`config.mk`:
```
export PLATFORM = sky130hd
export DESIGN_NAME = i2c_slave_regfile
export DESIGN_NICKNAME = d
export VERILOG_FILES = /design/src/rtl/i2c_slave_regfile_pkg.sv /design/src/rtl/i2c_slave_byte_engine.sv /design/src/rtl/i2c_slave_regfile.sv
export SDC_FILE = /design/constraint.sdc
export NUM_CORES = 1
export LEC_CHECK = 0
export CORE_ASPECT_RATIO = 1.75
export CORE_MARGIN = 2
export CORE_UTILIZATION = 50
export DETAILED_ROUTE_END_ITERATION = 10
export PLACE_DENSITY_LB_ADDON = 0.25
export SLEW_MARGIN = 20
export SYNTH_ARGS = -nofsm -noshare
export SYNTH_HDL_FRONTEND = slang
export SYNTH_SLANG_ARGS = --single-unit
```
`constraint.sdc`:
```
create_clock -name clk -period 6.8 [get_ports clk]
set_input_delay 0.68 -clock clk [delete_from_list [all_inputs] [get_ports clk]]
set_output_delay 0.68 -clock clk [all_outputs]
set_load 0.01 [all_outputs]
```
`src/rtl/i2c_slave_regfile_pkg.sv`:
```
// Shared types and constants for the I2C register-file slave.
// State encoding, bus ACK levels and address-byte layout.
package i2c_slave_regfile_pkg;

  typedef enum logic [2:0] {
    ST_IDLE,
    ST_ADDR,
    ST_INDEX,
    ST_WDATA,
    ST_RDATA,
    ST_RACK,
    ST_IGNORE
  } state_t;

  localparam logic ACK    = 1'b0;
  localparam logic NACK   = 1'b1;
  localparam int   RW_BIT = 0;

endpackage

```
`src/rtl/i2c_slave_byte_engine.sv`:
```
// I2C bit/byte engine: START/STOP detect, byte shift in/out,
// slave ACK drive and master ACK sample. No register-file policy here.
module i2c_slave_byte_engine
  import i2c_slave_regfile_pkg::*;
(
  input  logic       clk,
  input  logic       reset,
  input  logic       scl,
  input  logic       sda_in,
  input  logic       ack_req,
  input  logic       tx_load,
  input  logic [7:0] tx_byte,
  output logic       start,
  output logic       stop,
  output logic       rx_valid,
  output logic [7:0] rx_byte,
  output logic       ack_in,
  output logic       master_ack,
  output logic       sda_out
);

  logic       scl_q;
  logic       sda_q;
  logic [3:0] cnt;
  logic [6:0] sh;
  logic [7:0] tx_sh;
  logic       tx_mode;
  logic       scl_rise;
  logic       scl_fall;

  assign scl_rise   = scl & ~scl_q;
  assign scl_fall   = ~scl & scl_q;
  assign start      = scl & scl_q & sda_q & ~sda_in;
  assign stop       = scl & scl_q & ~sda_q & sda_in;
  assign rx_byte    = {sh, sda_in};
  assign rx_valid   = scl_rise && (cnt == 4'd7);
  assign ack_in     = scl_rise && (cnt == 4'd8) && tx_mode;
  assign master_ack = (sda_in == ACK);

  always_ff @(posedge clk or posedge reset) begin
    if (reset) begin
      scl_q   <= 1'b1;
      sda_q   <= 1'b1;
      cnt     <= 4'd0;
      sh      <= 7'd0;
      tx_sh   <= 8'hff;
      tx_mode <= 1'b0;
      sda_out <= 1'b1;
    end else begin
      scl_q <= scl;
      sda_q <= sda_in;
      if (start || stop) begin
        cnt     <= 4'd0;
        tx_mode <= 1'b0;
        sda_out <= 1'b1;
      end else if (scl_rise) begin
        sh  <= rx_byte[6:0];
        cnt <= (cnt == 4'd8) ? 4'd0 : cnt + 4'd1;
      end else if (scl_fall) begin
        // cnt==8: ninth-bit slot; cnt==0: first bit of next byte
        if (cnt == 4'd8) begin
          sda_out <= tx_mode ? NACK : (ack_req ? ACK : NACK);
        end else if (cnt == 4'd0) begin
          tx_mode <= tx_load;
          sda_out <= tx_load ? tx_byte[7] : 1'b1;
          tx_sh   <= {tx_byte[6:0], 1'b1};
        end else begin
          sda_out <= tx_mode ? tx_sh[7] : 1'b1;
          tx_sh   <= {tx_sh[6:0], 1'b1};
        end
      end
    end
  end

endmodule

```
`src/rtl/i2c_slave_regfile.sv`:
```
// I2C slave exposing NUM_REGS byte registers with an index pointer,
// auto-increment writes and sequential read-back.
module i2c_slave_regfile #(
  parameter logic [6:0]            I2C_ADDRESS   = 7'h00,
  parameter int                    NUM_REGS      = 8,
  parameter int                    PTR_WIDTH     = 3,
  parameter logic [NUM_REGS*8-1:0] DEFAULT_VALUE = '0,
  parameter int                    READ_SOURCE   = 0
) (
  input  logic                  clk,
  input  logic                  reset,
  input  logic                  scl,
  input  logic                  sda_in,
  output logic                  sda_out,
  input  logic [NUM_REGS*8-1:0] reg_in,
  output logic [NUM_REGS*8-1:0] reg_out,
  output logic [NUM_REGS-1:0]   reg_strobe,
  output logic                  busy
);

  import i2c_slave_regfile_pkg::*;

  state_t                  state;
  logic [PTR_WIDTH-1:0]    ptr;
  logic [PTR_WIDTH-1:0]    ptr_next;
  logic                    ack_req;
  logic                    start;
  logic                    stop;
  logic                    rx_valid;
  logic [7:0]              rx_byte;
  logic                    ack_in;
  logic                    master_ack;
  logic                    tx_load;
  logic [7:0]              tx_byte;
  logic [NUM_REGS*8-1:0]   tx_src;

  localparam logic [PTR_WIDTH-1:0] PTR_LAST = PTR_WIDTH'(NUM_REGS - 1);

  assign ptr_next = (ptr == PTR_LAST) ? '0 : ptr + 1'b1;
  assign tx_src   = (READ_SOURCE != 0) ? reg_in : reg_out;
  assign tx_byte  = tx_src[{ptr, 3'b000} +: 8];
  assign tx_load  = (state == ST_RDATA);

  i2c_slave_byte_engine u_engine (
    .clk        (clk),
    .reset      (reset),
    .scl        (scl),
    .sda_in     (sda_in),
    .ack_req    (ack_req),
    .tx_load    (tx_load),
    .tx_byte    (tx_byte),
    .start      (start),
    .stop       (stop),
    .rx_valid   (rx_valid),
    .rx_byte    (rx_byte),
    .ack_in     (ack_in),
    .master_ack (master_ack),
    .sda_out    (sda_out)
  );

  always_ff @(posedge clk or posedge reset) begin
    if (reset) begin
      state      <= ST_IDLE;
      ptr        <= '0;
      ack_req    <= 1'b0;
      busy       <= 1'b0;
      reg_out    <= DEFAULT_VALUE;
      reg_strobe <= '0;
    end else begin
      reg_strobe <= '0;
      if (stop) begin
        state   <= ST_IDLE;
        busy    <= 1'b0;
        ack_req <= 1'b0;
      end else if (start) begin
        state   <= ST_ADDR;
        ack_req <= 1'b0;
      end else if (rx_valid) begin
        ack_req <= 1'b0;
        unique case (state)
          ST_ADDR: begin
            if (rx_byte[7:1] == I2C_ADDRESS) begin
              ack_req <= 1'b1;
              busy    <= 1'b1;
              state   <= rx_byte[RW_BIT] ? ST_RDATA : ST_INDEX;
            end else begin
              state <= ST_IGNORE;
            end
          end
          ST_INDEX: begin
            if (32'(rx_byte) < NUM_REGS) begin
              ptr     <= rx_byte[PTR_WIDTH-1:0];
              ack_req <= 1'b1;
              state   <= ST_WDATA;
            end else begin
              state <= ST_IGNORE;
            end
          end
          ST_WDATA: begin
            reg_out[{ptr, 3'b000} +: 8] <= rx_byte;
            reg_strobe[ptr]             <= 1'b1;
            ptr                         <= ptr_next;
            ack_req                     <= 1'b1;
          end
          // our own shifted-out byte completes the data phase
          ST_RDATA: state <= ST_RACK;
          default: ;
        endcase
      end else if (ack_in && state == ST_RACK) begin
        if (master_ack) begin
          ptr   <= ptr_next;
          state <= ST_RDATA;
        end else begin
          state <= ST_IGNORE;
        end
      end
    end
  end

endmodule
```
After elaboration in Yosys (flattened, before gate mapping)
Cells that the tools add are included.
- flip-flop bits (word level): 103
- output and inout port bits: 74
- bits of input ports: 68
- eq/ne operators: 15
- reduce and logical (&&, ||, !) cells: 25
- add/sub/neg operators: 3
- shift operators: 3
- magnitude comparators: 3
- bitwise gates (word level): 16
- muxes and demuxes: 51
- operator list (kind ; count):
    bitwise mux 64 bit ; 1
    variable shift 8 x 8 -> 64 bit (first input constant) ; 1
    variable part select 64 x 7 -> 8 bit ; 1
    variable part select 8 x 8 -> 64 bit ; 1
    2-to-1 mux 8 bit ; 5
    2-to-1 mux 3 bit ; 12
    2-to-1 mux 1 bit ; 25
    AND reduction 4 bit ; 4
    nonzero test 2 bit ; 7
    2-to-1 mux 4 bit ; 3
    == test 3 bit (second input constant) ; 3
    NOT 1 bit ; 9
    one-hot mux 3 bit (3 select lines) ; 1
    less-than comparator 8 x 4 -> 1 bit (second input constant) ; 1
    negation 6 -> 8 bit ; 1
    AND 1 bit ; 7
    logical NOT 7 bit ; 1
    == test 3 x 2 -> 1 bit (second input constant) ; 2
    != test 2 bit (second input constant) ; 3
    != test 6 x 1 -> 1 bit (second input constant) ; 1
    one-hot mux 3 bit (2 select lines) ; 1
    AND reduction 2 bit ; 3
    AND reduction 6 bit ; 1
    logical AND 1 bit ; 5
    other kinds (17) ; 17

Depth between registers and ports, before layout
Gate-level depths: netlist (run 1).
- depth in word-level cells: 9
- gate-level depth with buffers: 9
- gate-level depth less buffers: 7

By module
From an unflattened synthesis (run 1), not the netlist that was laid out.
- cells, all modules: 452
- area, all modules: 5211.2 um^2
- by module, submodules not included (module ; seq. area each (um^2) ; area an instance (um^2) ; instances ; cells each):
    i2c_slave_regfile ; 2001.9 ; 4110.2 ; 1 ; 340
    i2c_slave_byte_engine ; 563.0 ; 1101.1 ; 1 ; 112

Worst setup path after synthesis (run 1)
Ideal clock, no wire load.
- path kind: register -> register
- start: register ptr[0]
- end: register reg_out[32]
- arrival: 2.709 ns
- clock period less this slack: 2.834 ns
- setup time: 0.125 ns
- setup slack: 3.966 ns
- stages on the path, launching flop included: 9
- cells stage by stage: dfrtp_1 > clkbuf_1 > clkbuf_1 > clkinv_1 > ha_1 > ha_1 > nor4_4 > nand3_2 > mux2_2
- longest elaborated chain between the ends: 3
- elaborated cells between the ends (all ways): 4
- those cells by class: add/sub: 1; shift: 2; mux: 1
- ends and longest elaborated chain (element ; line ; RTL):
    from (decl) ; i2c_slave_regfile.sv:24 ; logic [PTR_WIDTH-1:0] ptr;
    from (signal assigned) ; i2c_slave_regfile.sv:92 ; ptr <= rx_byte[PTR_WIDTH-1:0];
    from (signal assigned) ; i2c_slave_regfile.sv:102 ; ptr <= ptr_next;
    from (signal assigned) ; i2c_slave_regfile.sv:111 ; ptr <= ptr_next;
    negation 6 -> 8 bit (*) ; i2c_slave_regfile.sv:100 ; reg_out[{ptr, 3'b000} +: 8] <= rx_byte;
    variable part select 8 x 8 -> 64 bit / variable shift 8 x 8 -> 64 bit (equally long branches) ; i2c_slave_regfile.sv:100 ;
    bitwise mux 64 bit (*) ; i2c_slave_regfile.sv:100 ;
    to (signal, indexed assignment) ; i2c_slave_regfile.sv:100 ;
    to (decl) ; i2c_slave_regfile.sv:16 ; output logic [NUM_REGS*8-1:0] reg_out,
Every way passes the cells marked *; elsewhere a longest branch is shown, timed or not.
A chain may end at the register's enable or synchronous reset.

Final worst setup path (run 1)
- start: input port scl
- end: register ptr[2]
- longest elaborated chain between the ends: 6
- elaborated cells between the ends (all ways): 18
- those cells by class: eq/ne: 3; mux: 1; bitwise: 8; reduce/logical: 6
- ends and longest elaborated chain (element ; line ; RTL):
    from (decl) ; i2c_slave_regfile.sv:12 ; input logic scl,
    AND 1 bit ; i2c_slave_byte_engine.sv:31 ; assign scl_rise = scl & ~scl_q;
    logical AND 1 bit (2 in a row) ; i2c_slave_byte_engine.sv:37 ; assign ack_in = scl_rise && (cnt == 4'd8) && tx_mode;
    logical AND 1 bit ; i2c_slave_regfile.sv:109 ; end else if (ack_in && state == ST_RACK) begin
    nonzero test 2 bit (no source line) ; - ;
    AND reduction 6 bit (no source line) ; - ;
Parallel ways exist; a longest one is shown, timed or not.

==> results of run 1 <==
## routing by layer
layer | share of wire, % | track usage [%] | routed length, um
met1 | 38 | 33.30 | 5261
met2 | 52 | 45.14 | 7112
met3 | 5.6 | 4.818 | 762
met4 | 3.9 | 13.09 | 534
met5 | 0 | 0 | 0
## where the power goes
| group | internal (mW) | total [mW] | switching [mW] | leakage [nW] |
|---|---|---|---|---|
| Combinational | 0.0691 | 0.182 | 0.113 | 1.31 |
| Sequential | 0.651 | 0.701 | 0.0499 | 1.37 |
| Clock | 0.291 | 0.529 | 0.238 | 0.144 |
| Total | 1.01 | 1.41 | 0.401 | 2.82 |
## registers in the layout (all words and copies together) (netlist names)
| name | flops |
|---|---|
| reg_out | 64 |
| reg_strobe | 8 |
| u_engine.sh | 7 |
| u_engine.tx_sh | 7 |
| u_engine.cnt | 4 |
| ptr | 3 |
| state | 3 |
| ack_req | 1 |
| busy | 1 |
| u_engine.scl_q | 1 |
| u_engine.sda_out | 1 |
| u_engine.sda_q | 1 |
| u_engine.tx_mode | 1 |
## worst min-delay path by stage
stage	end	slack, ns	startpoint
after floorplan	u_engine.tx_sh[1]	0.44	u_engine.tx_sh[1]
after global placement	u_engine.tx_sh[1]	0.45	u_engine.tx_sh[1]
after detailed placement	u_engine.tx_sh[6]	0.46	u_engine.tx_sh[6]
after CTS	u_engine.tx_sh[6]	0.47	u_engine.tx_sh[6]
after global routing	u_engine.tx_sh[1]	0.50	u_engine.tx_sh[1]
final	u_engine.tx_sh[1]	0.47	u_engine.tx_sh[1]
## final cells by class
class                           instances  area [um^2]
Inverter                               13        51.30
Clock buffer                            9        225.2
Multi-Input combinational cell        310         2391
Timing Repair Buffer                   82        812.0
Sequential cell                       102         2565
Clock inverter                          7        82.58
Fill cell                             814         3626
Tap cell                              125        156.4
## logic make-up after synthesis
group	synth area share, %
xor gates and xnor gates	0.3419
AOI/OAI and AO/OA	10.23
buffers and inverters	3.345
adders and majority gates	1.465
muxes	18.68
DFF	50.05
and+or+nand+nor	15.89
## stage by stage
stage,hold slack [ns],utilization [%],instances
after floorplan,0.4391,-,457
final,0.4715,63.41,648
after global routing,0.4987,63.41,648
after CTS,0.4718,63.35,648
after detailed placement,0.4620,60.24,632
after global placement,0.4499,60.24,632
## tightest hold or removal path, cell delays in order, from the launching register on
cell and delay [ns]:
dfstp_2 0.37, inv_1 0.05, a32oi_1 0.05
## placed cells by master, fill, tap and decap left out, drive strengths merged, types with 7 or more instances in the layout
master / netlist / layout
nand3: 18 / 18
mux2: 67 / 67
dfrtp: 92 / 92
a21oi: 14 / 14
nor2: 23 / 23
inv: 12 / 14
clkdlybuf4s50: 0 / 77
nor2b: 8 / 8
dfstp: 10 / 10
nand2: 40 / 40
o21ai: 13 / 13
clkbuf: 28 / 9
o211ai: 8 / 8
nor3: 7 / 7
mux2i: 18 / 18
==> impl_metrics.ini, run 1 <==
[status]
status = complete, no violations

[timing]
skew_ns = 0.006040
finalSetupViolations = 0
max_slew_margin_pct = 46.93
finalSetupTns_ns = 0
slew_violations = 0
setup_ws_ns = 3.672
finalCritPeriodShare_pct = 46.00
rsz0062_at_grt = false
period_minus_slack_ns = 3.128
final-hold-violation-count = 0
fmax_ghz = 0.3197
tightest_slew_ns = 0.7899

[yosys]
synthFlopType = dfrtp_1
synthCells = 457
yosys_warnings = 0
ys_types = 63
synth.top_cell.area_share_pct = 44.92
synth_top_area_cell = dfrtp_1
synthTopCellsByCount = dfrtp_1, mux2_2, nand2_1
syn-num-nets = 531
synth_edf_count = 0
synth-seq-cells = 102
async_reset_ff_share_pct = 100.0
yosys-top-cells-area = dfrtp_1, mux2_2, dfstp_2
post-synth-top-count-cell = dfrtp_1
syn_area_mm2 = 0.005125
synth.avg_cell_area_um2 = 11.21
seq_area_frac_synth_pct = 50.05

[route]
ant_nets = 0
via_per_inst = 6.170
routed_wl_mm = 13.67
route.vias.total = 3998
drt_iter0_drc = 294
drc = 0
drt-pass1-iter-count = 6
wire_per_inst_um = 21.09

[worst_setup_path]
crit_fanout = 15
setup.worst_path.end_class = flip-flop
crit_chain = clkdlybuf4s50_1 -> nor2b_2 -> nand2_1 -> o32ai_1 -> mux2i_1
r2r-start = ptr[0]
cp_slowest_stage_delay_ns = 0.74
critPathBufInv = 1
cp_top_family = simple AND/OR/NAND/NOR gates
crit_type = in2reg
required_ns = 7.07
reg2regPathDepth = 6
worst-path-stages = 5
crit_slowest_cell = o32ai_1
cp-endpoint = ptr[2]
start_kind = input port
r2r-end = reg_out[10]
rrSetupSlack_ns = 4.02
cp.arrival_ns = 3.39
critPathLaunch = scl

[cts]
cts_hold_buf = 0
cts_tree = done
post_cts_resized = 0
clockRootBuffer = clkbuf_16
post_cts_buffers = 0
cts_htree_levels = 3
clkTransAtPathRegs_ns = 0.07
clkLatencyLatePin_ns = 0.35
numCtsBuffers = 9
clk_path_buf_depth = 2
cts.sink_count = 102

[min_path]
whs_path_depth = 2
hold_path.class = reg2reg

[global_routing]
grt_pass1_vias = 4174
grt_pass1_wl_mm = 22.16
grtUsageTotal_pct = 26.92
antenna_found_initial = 0
grt_overflow = 0
grt_max_degree = 84

[power_and_ir_drop]
ir_drop_mv = 0.1829
total_power_mw = 1.412
power_leakage_nw = 2.822
power.density_mw_per_mm2 = 224.8

[die]
coreArea_mm2 = 0.009910
rows = 48
start_util_pct = 51.72
io_pins = 142
die_area_mm2 = 0.01111
die_w_um = 80.53
dieHeight_um = 137.9

[layout]
antennaDiodeCount = 0
fin_area_mm2 = 0.006284
nets = 592
drive_gt1_share_pct = 21.22
area_growth_pct = 22.61

[placement]
port_buffers = 77
place_congestion = 0.9979
dp_hpwl_mm = 9.456
place_ws_ns = 2.992
dpl-instance-area_mm2 = 0.005969

[job]
drv_cap = 0
No activity file was read; power rests on OpenSTA's default activity.
==> run 2: changes to the inputs <==
- CORE_UTILIZATION: 50 -> 44
- clock period: 6.8 -> 2.6 ns (I/O delays scaled with it)
==> impl_metrics.ini, run 2 (synthesized netlist as in run 1, its figures left out) <==
[die]
start_util_pct = 44.76
io_pins = 142
rows = 52
dieHeight_um = 146.8
coreArea_mm2 = 0.01145
die_w_um = 85.58
die_area_mm2 = 0.01256

[timing]
finalCritPeriodShare_pct = 88.74
fmax_ghz = 0.4334
period_minus_slack_ns = 2.307
finalSetupViolations = 0
finalSetupTns_ns = 0
setup_ws_ns = 0.2929
slew_violations = 0
skew_ns = 0.007616
max_slew_margin_pct = 48.10
rsz0062_at_grt = false
tightest_slew_ns = 0.7687
final-hold-violation-count = 0
hold_ws_ns = 0.3181

[power_and_ir_drop]
ir_drop_mv = 0.3888
power.density_mw_per_mm2 = 576.4
power_leakage_nw = 2.935
total_power_mw = 3.734

[global_routing]
grt_max_degree = 51
grt_pass1_vias = 4098
grt_overflow = 0
grtUsageTotal_pct = 23.66
antenna_found_initial = 0
grt_pass1_wl_mm = 22.72

[layout]
fillers = 983
area_growth_pct = 26.42
largestRegisters = reg_out: 64 flops, reg_strobe: 8 flops
largest_reg_flops = 64
antennaDiodeCount = 0
drive_gt1_share_pct = 24.18
layout_common_cells = dfrtp_1, clkdlybuf4s50_1, mux2_2, nand2_1, buf_4
regMostFlops = reg_out
nets = 615
utilization_pct = 56.58
final_common_cell = dfrtp_1
finalNonFillerCells = 681
fin_area_mm2 = 0.006479

[placement]
dpl-instance-area_mm2 = 0.006181
port_buffers = 77
place_ws_ns = 0.04585
dp_hpwl_mm = 10.29
place_congestion = 0.9191
place_inst = 665

[route]
drt_iter0_drc = 190
route.vias.total = 4022
ant_nets = 0
routed_wl_mm = 14.45
drt-pass1-iter-count = 4
wire_per_inst_um = 21.22
drc = 0
via_per_inst = 5.906

[worst_setup_path]
crit_type = reg2reg
r2r-start = u_engine.cnt[0]
r2r-end = ptr[1]
crit_fanout = 6
crit_slowest_cell = or4_1
crit_chain = inv_1 -> ha_1 -> nand3b_1 -> or4_1 -> o32ai_1 -> mux2i_1
setup.worst_path.end_class = flip-flop
cp.arrival_ns = 2.56
required_ns = 2.85
cp_top_family = simple AND/OR/NAND/NOR gates
cp_slowest_stage_delay_ns = 0.64
reg2regPathDepth = 6
rrSetupSlack_ns = 0.29
start_kind = flip-flop
critPathBufInv = 1

[cts]
clockRootBuffer = clkbuf_16
numCtsBuffers = 9
cts_hold_buf = 0
post_cts_buffers = 0
cts_tree = done
clkLatencyLatePin_ns = 0.35
clk_path_buf_depth = 2
cts.sink_count = 102
clkTransAtPathRegs_ns = 0.07
post_cts_resized = 0
cts_htree_levels = 3

[status]
status = complete, no violations

[min_path]
hold_path.class = in2async

[job]
drv_cap = 0
run 2: per-layer routing:
metal  vias up  part of all wire, %  global-route usage, %
met5         -                    0                      0
li1       1826                    -                      -
met2       125                   54                  43.32
met4         0                  3.3                  8.413
met1      2036                   39                  27.96
met3        35                  3.3                  2.865
run 2: worst max path at each step:
| stage | cells past startpoint | slack, ns | endpoint | start |
|---|---|---|---|---|
| 2_1_floorplan | 8 | 0.06 | reg_out[10] | ptr[0] |
| 3_3_place_gp | 6 | 0.08 | reg_out[34] | scl |
| 3_5_place_dp | 6 | 0.05 | reg_out[32] | scl |
| 4_1_cts | 6 | 0.29 | ptr[1] | u_engine.cnt[0] |
| 5_1_grt | 6 | 0.15 | ptr[1] | u_engine.cnt[0] |
| 6_report | 6 | 0.29 | ptr[1] | u_engine.cnt[0] |
run 2: final cells by class:
type	instances	area (um^2)	area share (%)
multi-input combinational	310	2389	36.87
tap	135	168.9	2.607
clock inverter	6	68.82	1.062
sequential	102	2565	39.59
inverter	13	52.55	0.8111
clock buffer	10	229.0	3.534
timing repair buffer	105	1006	15.53
run 2: where the power goes:
group	total [mW]	internal (mW)	leakage, nW	switching, mW
registers	1.83	1.70	1.37	0.124
clock network	1.37	0.755	0.143	0.619
logic	0.533	0.213	1.42	0.320
==> run 3: changes to the inputs <==
==> constraint.sdc (replaced) <==
create_clock -name clk -period 2.6 [get_ports clk]
set_input_delay 0.78 -clock clk [delete_from_list [all_inputs] [get_ports clk]]
set_output_delay 0.78 -clock clk [all_outputs]
set_load 0.01 [all_outputs]
==> impl_metrics.ini, run 3 (synthesized netlist as in run 1, its figures left out) <==
[status]
status = complete, no violations

[job]
drv_cap = 0

[worst_setup_path]
cp_slowest_stage_delay_ns = 0.49
worst-path-stages = 6
crit_slowest_cell = clkdlybuf4s50_1
reg2regPathDepth = 6
crit_type = in2reg
start_kind = input port
critPathBufInv = 2
crit_chain = clkdlybuf4s50_1 -> or3b_4 -> or3_1 -> nor2_2 -> buf_4 -> mux2_2
cp_top_family = simple AND/OR/NAND/NOR gates
cp.arrival_ns = 2.76
crit_fanout = 4
required_ns = 2.83
setup.worst_path.end_class = flip-flop

[layout]
area_growth_pct = 29.15
fillers = 1008
largest_reg_flops = 64
nets = 626
final_common_cell = dfrtp_1
regMostFlops = reg_out
utilization_pct = 57.80
largestRegisters = reg_out: 64 flops, reg_strobe: 8 flops
antennaDiodeCount = 0
drive_gt1_share_pct = 26.03
seqCellArea_mm2 = 0.002565
layout_common_cells = dfrtp_1, clkdlybuf4s50_1, mux2_2, nand2_1, buf_4
multiInputGateArea_mm2 = 0.002395

[placement]
port_buffers = 77
dp_hpwl_mm = 10.55
place_congestion = 0.8646

[die]
coreArea_mm2 = 0.01145
die_area_mm2 = 0.01256
io_pins = 142
rows = 52
start_util_pct = 44.76
die_w_um = 85.58
dieHeight_um = 146.8

[global_routing]
antenna_found_initial = 0
grtUsageTotal_pct = 24.27
grt_max_degree = 45
grt_pass1_vias = 4187
grt_overflow = 0
grt_pass1_wl_mm = 23.12

[route]
drt_iter0_drc = 171
drc = 0
routed_wl_mm = 14.46
ant_nets = 0
wire_per_inst_um = 20.90
via_per_inst = 5.802
drt-pass1-iter-count = 4
route.vias.total = 4015

[cts]
clockRootBuffer = clkbuf_16
cts_htree_levels = 3
clkLatencyLatePin_ns = 0.35
cts_hold_buf = 0
post_cts_buffers = 0
clk_path_buf_depth = 2
clkTransAtPathRegs_ns = 0.07
cts.sink_count = 102
numCtsBuffers = 9
cts_tree = done

[power_and_ir_drop]
ir_drop_mv = 0.3866
power_leakage_nw = 3.020
total_power_mw = 3.838
power.density_mw_per_mm2 = 579.8

[min_path]
hold_path.class = reg2reg
whs_path_depth = 2

[timing]
period_minus_slack_ns = 2.524
finalSetupViolations = 0
finalCritPeriodShare_pct = 97.09
final-hold-violation-count = 0
skew_ns = 0.005446
max_slew_margin_pct = 60.30
rsz0062_at_grt = false
fmax_ghz = 0.3961
hold_ws_ns = 0.4695
slew_violations = 0
tightest_slew_ns = 0.5880
run 3: cell types whose count changed in the layout (fill, tap and decap cells not counted), sizes merged:
cell	change
bufinv	+1
clkinv	+1
buf	+11
clkinvlp	-1
inv	-1
run 3: cell type report:
type                    count  area share (%)
clock buffers              10           3.611
clock inverters             6           1.418
inverters                  13          0.7940
multi-input cells         310           36.18
flip-flops and latches    102           38.75
well taps                 135           2.552
repair buffers            116           16.69
run 3: metrics by stage:
| stage | TNS [ns] | setup WS (ns) | cell area, um^2 | cells |
|---|---|---|---|---|
| 2_1_floorplan | 0 | 0.05510 | 5131 | 457 |
| 3_3_place_gp | -18.12 | -0.3788 | 6276 | 676 |
| 3_5_place_dp | -17.79 | -0.3609 | 6276 | 676 |
| 4_1_cts | 0 | 0.02086 | 6611 | 692 |
| 5_1_grt | 0 | 0.02514 | 6619 | 692 |
| 6_report | 0 | 0.07558 | 6619 | 692 |
run 3: path summary, 6_finish.rpt:
check	start	end	slack (ns)
setup / recovery	scl	reg_out[7]	0.08
hold / removal	u_engine.tx_sh[1]	u_engine.tx_sh[1]	0.47
setup reg to reg	u_engine.cnt[0]	reg_out[7]	0.40
hold reg to reg	u_engine.tx_sh[1]	u_engine.tx_sh[1]	0.47
max in group asynchronous	reset	u_engine.sda_q	1.23
min in group asynchronous	reset	state[0]	0.75
run 3: metal layers:
layer	global-route usage, %	share of wire [%]	up-vias
met1	28.57	38	2046
li1	-	-	1851
met5	0	0	-
met4	8.889	2.7	0
met2	44.02	55	92
met3	3.539	3.5	26
run 3: timing repair:
item | in CTS | in global routing
gates resized for setup | 1 | 2
pin swaps | 0 | 1
setup endpoints to repair | 8 | 8
gates cloned | 0 | 0
run 3: worst reg2reg max path, cell delays in order (launching register included):
cell	delay, ns
dfrtp_1	0.43
ha_1	0.24
nand3b_1	0.25
or3_1	0.47
nor2_2	0.19
buf_4	0.18
mux2_2	0.33
run 3: report_power, final:
| part | switching [mW] | internal, mW | total [mW] |
|---|---|---|---|
| Combinational | 0.313 | 0.206 | 0.519 |
| Clock | 0.610 | 0.879 | 1.49 |
| Sequential | 0.126 | 1.70 | 1.83 |
